===== src/rtl/serial_frame_pkg.sv =====
// Shared definitions for the serial demux link, used by both transmitter and receiver.
package serial_frame_pkg;

    localparam int PN_W     = 2;
    localparam int LEN_W    = 4;
    localparam int HDR_BITS = PN_W + LEN_W;
    localparam int DATA_W   = 2**LEN_W - 1;
    localparam int SR_W     = HDR_BITS + DATA_W;

    // Level the line rests at between frames and during the stop bit.
    localparam logic LINE_IDLE = 1'b1;

    // The state names the bit currently on the line.
    typedef enum logic [2:0] {
        IDLE,
        START,
        HDR,
        DATA,
        STOP
    } state_t;

endpackage


===== src/rtl/serial_frame_tx_if.sv =====
// Request/ack bus plus serial line of the frame transmitter.
interface serial_frame_tx_if;
    import serial_frame_pkg::*;

    logic              req;
    logic [PN_W-1:0]   pn;
    logic [LEN_W-1:0]  len;
    logic [DATA_W-1:0] data;
    logic              ready;
    logic              sOut;
    logic              busy;
    logic              done;

    modport master (
        output req, pn, len, data,
        input  ready, sOut, busy, done
    );

    modport slave (
        input  req, pn, len, data,
        output ready, sOut, busy, done
    );

endinterface


===== src/rtl/serial_frame_tx_piso.sv =====
// Loadable parallel-in/serial-out shift register; shifts right, LSB leaves first.
module piso_shift #(
    parameter int W = 8
) (
    input  logic         clk,
    input  logic         rst,
    input  logic         i_load,
    input  logic         i_shift,
    input  logic [W-1:0] i_data,
    output logic         o_lsb
);

    logic [W-1:0] r_sr;

    // Load wins over shift; zeros fill from the top as bits are consumed.
    always_ff @(posedge clk or posedge rst) begin
        if (rst) begin
            r_sr <= '0;
        end else if (i_load) begin
            r_sr <= i_data;
        end else if (i_shift) begin
            r_sr <= {1'b0, r_sr[W-1:1]};
        end
    end

    assign o_lsb = r_sr[0];

endmodule


===== src/rtl/serial_frame_tx.sv =====
// Serial frame transmitter: start, port, length, payload, stop on an idle-high line.
module serial_frame_tx
    import serial_frame_pkg::*;
(
    input  logic              clk,
    input  logic              rst,
    serial_frame_tx_if.slave  bus
);

    state_t             r_state;
    state_t             w_next;
    logic [LEN_W-1:0]   r_cnt;
    logic [LEN_W-1:0]   r_len;
    logic               r_sOut;
    logic               w_accept;
    logic               w_shift;
    logic               w_lsb;
    logic [SR_W-1:0]    w_loadWord;

    assign bus.ready  = (r_state == IDLE) || (r_state == STOP);
    assign bus.busy   = (r_state != IDLE);
    assign bus.done   = (r_state == STOP);
    assign bus.sOut   = r_sOut;
    assign w_accept   = bus.req && bus.ready;
    assign w_loadWord = {bus.data, bus.len, bus.pn};

    piso_shift #(.W(SR_W)) u_piso (
        .clk     (clk),
        .rst     (rst),
        .i_load  (w_accept),
        .i_shift (w_shift),
        .i_data  (w_loadWord),
        .o_lsb   (w_lsb)
    );

    // State register; reset drops straight back to IDLE so busy clears without a clock.
    always_ff @(posedge clk or posedge rst) begin
        if (rst) begin
            r_state <= IDLE;
        end else begin
            r_state <= w_next;
        end
    end

    // Next-state logic; the shifter advances whenever the next line bit comes from it.
    always_comb begin
        w_next  = r_state;
        w_shift = 1'b0;
        case (r_state)
            IDLE:    if (w_accept) w_next = START;
            START:   w_next = HDR;
            HDR:     if (r_cnt == '0) w_next = (r_len != '0) ? DATA : STOP;
            DATA:    if (r_cnt == '0) w_next = STOP;
            STOP:    w_next = w_accept ? START : IDLE;
            default: w_next = IDLE;
        endcase
        w_shift = (w_next == HDR) || (w_next == DATA);
    end

    // Segment counter: header length on leaving START, payload length on leaving HDR.
    always_ff @(posedge clk or posedge rst) begin
        if (rst) begin
            r_cnt <= '0;
        end else if (r_state == START) begin
            r_cnt <= LEN_W'(HDR_BITS - 1);
        end else if ((r_state == HDR) && (r_cnt == '0)) begin
            if (r_len != '0) r_cnt <= r_len - LEN_W'(1);
        end else if (((r_state == HDR) || (r_state == DATA)) && (r_cnt != '0)) begin
            r_cnt <= r_cnt - LEN_W'(1);
        end
    end

    // Payload length is held for the whole frame since the input need not stay stable.
    always_ff @(posedge clk or posedge rst) begin
        if (rst) begin
            r_len <= '0;
        end else if (w_accept) begin
            r_len <= bus.len;
        end
    end

    // Registered line driver; the level is chosen by the state being entered.
    always_ff @(posedge clk or posedge rst) begin
        if (rst) begin
            r_sOut <= LINE_IDLE;
        end else begin
            case (w_next)
                START:     r_sOut <= 1'b0;
                HDR, DATA: r_sOut <= w_lsb;
                default:   r_sOut <= LINE_IDLE;
            endcase
        end
    end

endmodule


===== src/flat_wrapper.sv =====
// flat-port wrapper written by rule: the top's interface ports become plain ports
module serial_frame_tx_flat import serial_frame_pkg::*;
  (clk, rst, bus_req, bus_pn, bus_len, bus_data, bus_ready, bus_sOut, bus_busy, bus_done);
  serial_frame_tx_if bus_i ();
  input  logic clk;
  input  logic rst;
  input wire logic [$bits(bus_i.req)-1:0] bus_req;
  input wire logic [$bits(bus_i.pn)-1:0] bus_pn;
  input wire logic [$bits(bus_i.len)-1:0] bus_len;
  input wire logic [$bits(bus_i.data)-1:0] bus_data;
  output wire logic [$bits(bus_i.ready)-1:0] bus_ready;
  output wire logic [$bits(bus_i.sOut)-1:0] bus_sOut;
  output wire logic [$bits(bus_i.busy)-1:0] bus_busy;
  output wire logic [$bits(bus_i.done)-1:0] bus_done;
  assign bus_i.req = bus_req;
  assign bus_i.pn = bus_pn;
  assign bus_i.len = bus_len;
  assign bus_i.data = bus_data;
  assign bus_ready = bus_i.ready;
  assign bus_sOut = bus_i.sOut;
  assign bus_busy = bus_i.busy;
  assign bus_done = bus_i.done;
  serial_frame_tx u_core (.clk(clk), .rst(rst), .bus(bus_i));
endmodule

===== config.mk =====
export PLATFORM = sky130hd
export DESIGN_NAME = serial_frame_tx_flat
export DESIGN_NICKNAME = d
export VERILOG_FILES = /design/src/rtl/serial_frame_pkg.sv /design/src/rtl/serial_frame_tx_if.sv /design/src/rtl/serial_frame_tx_piso.sv /design/src/rtl/serial_frame_tx.sv /design/src/flat_wrapper.sv
export SDC_FILE = /design/constraint.sdc
export NUM_CORES = 1
export LEC_CHECK = 0
export ABC_AREA = 1
export CORE_ASPECT_RATIO = 1.2
export CORE_MARGIN = 1
export CORE_UTILIZATION = 25
export DETAILED_ROUTE_END_ITERATION = 6
export SLEW_MARGIN = 25
export SYNTH_ARGS = -nofsm -noshare
export SYNTH_HDL_FRONTEND = slang
export SYNTH_SLANG_ARGS = --single-unit

===== constraint.sdc =====
create_clock -name clk -period 2.55 [get_ports clk]
set_clock_uncertainty 0.2 [all_clocks]
set_input_delay 0.51 -clock clk [delete_from_list [all_inputs] [get_ports clk]]
set_output_delay 0.51 -clock clk [all_outputs]
set_load 0.02 [all_outputs]

==> Yosys cells after proc, flatten, opt, wreduce, memory -nomap -nowiden <==
Index checks and enable logic that the tools add are counted.
{ "op_classes": {"muxes": 13, "n_reduce_logical": 15, "addsub": 2, "n_eq_ne": 8} }
{ "op_table": {"columns": ["op", "n"], "rows": [
  ["2-to-1 mux 21 bit", 2],
  ["2-to-1 mux 4 bit", 4],
  ["case mux 3 bit (5 select lines)", 1],
  ["equality test 3 x 2 -> 1 bit, second input constant", 4],
  ["2-to-1 mux 3 bit", 4],
  ["nonzero test 4 bit", 2],
  ["subtractor 4 x 1 -> 4 bit, second input constant", 2],
  ["equality test 3 x 1 -> 1 bit, second input constant", 2],
  ["nonzero test 3 bit", 2],
  ["zero test 4 bit", 1],
  ["equality test 3 bit, second input constant", 1],
  ["logical AND 1 bit", 3],
  ["zero test 3 bit", 1],
  ["logical OR 1 bit", 3],
  ["!= test 3 x 1 -> 1 bit, second input constant", 1],
  ["case mux 1 bit (2 select lines)", 1],
  ["AND reduction 2 bit", 1],
  ["nonzero test 2 bit", 1],
  ["OR reduction 2 bit", 1],
  ["2-to-1 mux 1 bit", 1]
]} }
{ "word_totals": {"ff_bits": 33} }

==> Logic depth before layout (Yosys ltp) <==
Gate-level depths: netlist (run 1).
{ "depth": {"word_depth": 9, "ltp_mapped": 10, "depth_no_buf": 10} }

==> By module <==
From an unflattened synthesis (run 1), not the netlist that was laid out.
{ "hier_totals": {"cells_unflattened": 201, "hier_area_um2": 1610.3} }
{ "modules_own_cells": {"columns": ["mod", "instances", "cells_per_inst", "area_each_um2"], "rows": [
  ["piso_shift", 1, 115, 945.9],
  ["serial_frame_tx", 1, 86, 664.4]
]} }

==> Worst setup path before layout (run 1) <==
No wires, ideal clock.
{ "synth_path": {"kind": "register to register", "from": "reg u_core.r_state[1]", "to": "reg u_core.r_cnt[2]", "arrival_ps": 1434, "slack_ps": 797, "setup_time_ps": 120, "stages_incl_launch_ff": 10, "t_required_ps": 2230, "synth_period_minus_slack_ps": 1753, "path_buffers": 0, "path_cell_list": "dfrtp_1 > inv_2 > nor2_2 > nand2_1 > nor2_1 > a21oi_1 > ha_1 > xor2_1 > o21ai_0 > inv_1"} }
{ "synth_between": {"elab_chain_len": 5, "word_cells_on_any_way": 11, "classes_between": "eq/ne: 4; mux: 2; reduce/logical: 5"} }
{ "synth_rtl": {"columns": ["element", "line_no", "source"], "rows": [
  ["start: declaration", "serial_frame_tx.sv:10", "state_t r_state;"],
  ["start signal: assignment", "serial_frame_tx.sv:41", "r_state <= w_next;"],
  ["equality test 3 x 2 -> 1 bit (on tied branches)", "serial_frame_tx.sv:66, serial_frame_tx.sv:68", null],
  ["logical OR 1 bit", "serial_frame_tx.sv:68", "end else if (((r_state == HDR) || (r_state == DATA)) && (r_cnt != '0)) begin"],
  ["logical AND 1 bit", "serial_frame_tx.sv:68", null],
  ["nonzero test 3 bit (no line)", null, null],
  ["AND reduction 2 bit (no line)", null, null],
  ["end signal: assignment", "serial_frame_tx.sv:65", "r_cnt <= LEN_W'(HDR_BITS - 1);"],
  ["end signal: assignment", "serial_frame_tx.sv:67", "if (r_len != '0) r_cnt <= r_len - LEN_W'(1);"],
  ["end signal: assignment", "serial_frame_tx.sv:69", "r_cnt <= r_cnt - LEN_W'(1);"],
  ["end: declaration", "serial_frame_tx.sv:12", "logic [LEN_W-1:0] r_cnt;"]
]} }
Parallel ways exist; a longest one is shown, timed or not.
A chain may end at the register's enable or synchronous reset.

==> Final worst setup path (run 1) <==
{ "layout_path": {"from": "reg u_core.r_state[1]", "to": "out bus_done"} }
{ "layout_between": {"elab_chain_len": 1} }
{ "layout_rtl": {"columns": ["element", "line_no", "source"], "rows": [
  ["equality test 3 bit", "serial_frame_tx.sv:22", "assign bus.done = (r_state == STOP);"],
  ["end: declaration", "flat_wrapper.sv:14", "output wire logic [$bits(bus_i.done)-1:0] bus_done;"]
]} }
No other way between the ends.

==> results of run 1 <==
## worst max path at each step
stage	startpoint	end	cells after the start
after floorplan	u_core.r_state[1]	u_core.r_cnt[2]	9
after global placement	bus_req	u_core.u_piso.r_sr[12]	5
after detailed placement	bus_req	u_core.u_piso.r_sr[10]	5
after CTS	u_core.r_state[1]	bus_done	2
after global routing	u_core.r_state[1]	bus_done	2
final	u_core.r_state[1]	bus_done	2
## layout make-up
cell class / instances / area (um^2) / share of cell area
clock inverter: 2 / 37.5 / 0.0171
clock buffer: 6 / 82.6 / 0.0375
tap: 85 / 106 / 0.0483
multi-input combinational: 130 / 776 / 0.352
sequential: 33 / 827 / 0.376
inverter: 19 / 71.3 / 0.0324
timing repair buffer: 31 / 300 / 0.136
## stage by stage
stage	worst slack [ns]	power [mW]	utilization	std cells
after floorplan	0.797	1.91	-	188
after global placement	0.416	2.11	0.317	298
after detailed placement	0.419	2.13	0.317	298
after CTS	0.277	2.66	0.335	306
after global routing	0.201	2.84	0.335	306
final	0.305	2.63	0.335	306
## metal layers
layer,GRT usage,share of wire,vias to the layer above
met1,0.131,0.46,587
met5,0,0,-
li1,-,-,662
met3,0.0312,0.042,4
met4,0.0324,0.010,0
met2,0.186,0.49,28
## worst max-delay path: stages (launching register included)
cell             delay [ns]
dfrtp_1                0.43
nor3_1                 0.19
clkdlybuf4s50_1        0.63
## synthesized netlist by cell type, drive strengths merged
library cell / count
o311ai: 1
nor2: 9
nor3: 2
xor2: 1
buf: 6
nand2: 70
o21ai: 22
ha: 1
nand4: 1
nand3: 5
o22ai: 1
dfrtp: 32
a2bb2oi: 1
mux2i: 14
inv: 19
dfstp: 1
a21oi: 2
## registers in the layout (all words and copies together) (netlist names)
| register | count |
|---|---|
| u_core.r_cnt | 4 |
| u_core.bus.sOut | 1 |
| u_core.u_piso.r_sr | 21 |
| u_core.r_state | 3 |
| u_core.r_len | 4 |
## power by group
part	switching [mW]	internal (mW)	total, mW
Clock	0.199	0.318	0.517
Combinational	0.733	0.479	1.21
Sequential	0.140	0.756	0.896
Total	1.07	1.55	2.63
## kinds of logic (layout without fill, tap and decap cells)
group,after synthesis,in the layout,share of synthesized area
multiplexers,14,14,0.0806
AO/OA/AOI/OAI,27,27,0.115
flip-flops,33,33,0.476
buffers and inverters,25,58,0.0778
XOR/XNOR,1,1,0.00504
AND/OR/NAND/NOR,87,87,0.238
adder cells (fa/ha/maj),1,1,0.00720
==> qor.csv, run 1 <==
metric,value,unit
outcome,completed,
TritonRoute pass-1 iters,4,
Final Cell Area,2200,um^2
H-Tree Depth,2,
clk sink count,33,
synth warn,0,
core area,6570,um^2
layout cells sized above 1,0.244,
CTS tree,built,
CTS Buffer Depth,2,
R2R setup slack,0.61,ns
Slew headroom,0.714,
largest net degree at the start of global routing,34,
GRT Total Usage,0.109,
"Slew Viols, Final",0,
hold_buf cts,0,
Hold Crit Depth,2,
CTS buffer count,5,
WL per Instance,11.4,um
minimum clock period,2.24,ns
DRC violations left,0,
CTS root buf,clkbuf_8,
final worst-path cycle share,0.880,
critical path class,flop to output port,
CP Max Fanout,5,
R2R cell count,9,
Max-Cap Viols,0,
CP startpoint kind,flop,
initial antenna violation count,0,
syn_area_per_cell,9.24,um^2
Die Height,93.3,um
sequential cell area fraction in the yosys report,0.476,
Fin. Hold Viols,0,
"Area growth, synth to finish",26.6,%
gpl congestion,0.732,
n_diodes,0,
via count,1281,
I/O Pins,28,
area of placed instances,2080,um^2
crit path DAT,1.53,ns
Worst-Margin Slew,0.430,ns
Die Area,7290,um^2
post-synthesis register bit count,33,
Buffers on Ports,27,
fillers,693,
first-pass GRT wire length,6110,um
"most common cell after layout, fill and taps aside",nand2_1,
worst hold start,u_core.r_cnt[3],
Critical Path End Type,output port,
"Setup violations, final",0,
post-CTS resize count,0,
grt total ovfl,0,
clock slew at reported path FFs,0.07,ns
"Setup Fix Bufs, Post-CTS",0,
share of the synthesized area in the top cell type,0.461,
Synth Instances,188,
"Net Count, Synth",213,
pwr dens,1190,nW/um^2
Synth cell types,29,
Setup TNS Final,0,ns
Hold EP,u_core.r_cnt[3],
most frequent cells in the layout,"55 x nand2_1, 32 x dfrtp_1, 27 x clkdlybuf4s50_1",
area of the mapped netlist,1740,um^2
Synth area leader,dfrtp_1,
WHS,0.280,ns
HP Class,flop to flop,
Reg-to-Reg Start,u_core.r_state[1],
vias in the first global route,1357,
final wirelength,3490,um
Worst-Skew Late Latency,0.28,ns
Worst Path Required,1.84,ns
HPWL after DPL,2570,um
RSZ-0062 raised after global routing,no,
FF-to-FF End,u_core.r_cnt[2],
peak supply drop,0.480,mV
Starting DRT DRC Count,42,
post-route antenna net violation count,0,
Static Leak,1.09,nW
die span in x,78.1,um
fmax,445,MHz
synth top area cells,"dfrtp_1 46%, nand2_1 12%, mux2i_1 8.1%",
starting density of the core,0.265,
via/cell ratio,4.19,
nets@finish,245,
# rows,32,
No activity file was read; power rests on OpenSTA's default activity.
==> inputs of run 2 (changes only) <==
- clock period: 2.55 -> 2.5 ns (I/O delays scaled with it)
==> run 2 against run 1 <==
Effect of this change: design area fell by 0.85%; largest power group unchanged; first-iteration DRC count rose by 88%; cell count stayed put; core utilization shrank 0.29 points; global-route usage up 0.12 points; worst setup slack lost 0.053 ns; clock power fell by 12%; die area did not move; critical path depth stayed put.
==> qor.csv, run 2 (same netlist as run 1, synthesis figures left out) <==
metric,value,unit
outcome,completed,
clock slew at reported path FFs,0.07,ns
final wirelength,3510,um
clk sink count,33,
# rows,32,
DRC violations left,0,
Biggest register,u_core.u_piso.r_sr,
Worst-Skew Late Latency,0.29,ns
Max-Cap Viols,0,
final worst-path cycle share,0.899,
Worst-Margin Slew,0.422,ns
Die Area,7290,um^2
CTS tree,built,
Worst Path Required,1.80,ns
nets@finish,245,
worst hold start,u_core.r_cnt[3],
Critical Path End Type,output port,
n_diodes,0,
RSZ-0062 raised after global routing,no,
CTS Buffer Depth,2,
multi-input logic area,776,um^2
grt total ovfl,0,
CP Max Fanout,5,
GRT Total Usage,0.110,
Die Height,93.3,um
Setup crit start,u_core.r_state[1],
core area,6570,um^2
critical path class,flop to output port,
I/O Pins,28,
peak supply drop,0.462,mV
die span in x,78.1,um
slack of the critical path,0.252,ns
Buffers on Ports,27,
gpl congestion,0.733,
total power,2.61,mW
first-pass GRT wire length,6030,um
"most common cell after layout, fill and taps aside",nand2_1,
crit path DAT,1.55,ns
"non-filler cells, final",306,
layout cells sized above 1,0.244,
Placed Cells,298,
H-Tree Depth,2,
Reg-to-Reg Start,u_core.r_state[1],
HPWL after DPL,2570,um
Final Core Density,0.332,
via count,1280,
Fin. Hold Viols,0,
CTS buffer count,5,
WL per Instance,11.5,um
hold_buf cts,0,
via/cell ratio,4.18,
pwr dens,1190,nW/um^2
"Area growth, synth to finish",25.6,%
Final Cell Area,2180,um^2
vias in the first global route,1356,
R2R cell count,9,
largest net degree at the start of global routing,34,
area of placed instances,2080,um^2
Hold Crit Depth,2,
Slew headroom,0.719,
WHS,0.285,ns
"Setup violations, final",0,
fillers,707,
pre-CTS setup slack,0.378,ns
max reg flops,21,
top flop regs,"u_core.u_piso.r_sr (21), u_core.r_cnt (4), u_core.r_len (4)",
TritonRoute pass-1 iters,4,
HP Class,flop to flop,
post-route antenna net violation count,0,
most frequent cells in the layout,"55 x nand2_1, 32 x dfrtp_1, 27 x clkdlybuf4s50_1",
"Setup Fix Bufs, Post-CTS",0,
post-CTS resize count,0,
CP startpoint kind,flop,
Reg area,827,um^2
starting density of the core,0.265,
fmax,445,MHz
"Slew Viols, Final",0,
Static Leak,1.09,nW
CTS root buf,clkbuf_8,
Starting DRT DRC Count,79,
minimum clock period,2.25,ns
Setup TNS Final,0,ns
initial antenna violation count,0,
-- run 2: cell types whose count changed in the layout (fill, tap and decap cells not counted) --
cell / previous run / this run
bufinv_16: 1 / 0
clkbuf_8: 6 / 7
clkinvlp_4: 1 / 0
clkinv_2: 0 / 1
-- run 2: final timing paths --
path	slack, ns	endpoint
worst min register to register	0.28	u_core.r_cnt[3]
worst max register to register	0.56	u_core.r_cnt[2]
min in group asynchronous	0.40	u_core.u_piso.r_sr[13]
worst min-delay path	0.28	u_core.r_cnt[3]
max in group asynchronous	1.36	u_core.bus.sOut
worst max-delay path	0.25	bus_done
-- run 2: cell type report --
class | instances | share of cell area
flip-flops and latches | 33 | 0.379
multi-input cells | 130 | 0.356
repair buffers | 31 | 0.138
well taps | 85 | 0.0487
clock buffers | 7 | 0.0442
inverters | 19 | 0.0327
clock inverters | 1 | 0.00229
-- run 2: metal layers --
metal | wire, um | global-route usage | vias to the layer above | part of all wire
met5 | 0 | 0 | - | 0
met4 | 66 | 0.0463 | 0 | 0.019
met3 | 216 | 0.0488 | 8 | 0.062
met2 | 1630 | 0.178 | 28 | 0.47
met1 | 1590 | 0.125 | 582 | 0.45
li1 | - | - | 662 | -
-- run 2: critical path: stages, from the launching register on --
cell and delay [ns]:
dfrtp_1 0.43, nor3_1 0.20, clkdlybuf4s50_1 0.63
-- run 2: power breakdown --
| group | leakage (nW) | internal [mW] | switching, mW |
|---|---|---|---|
| logic | 0.617 | 0.489 | 0.753 |
| registers | 0.415 | 0.771 | 0.139 |
| clock network | 0.0542 | 0.249 | 0.206 |
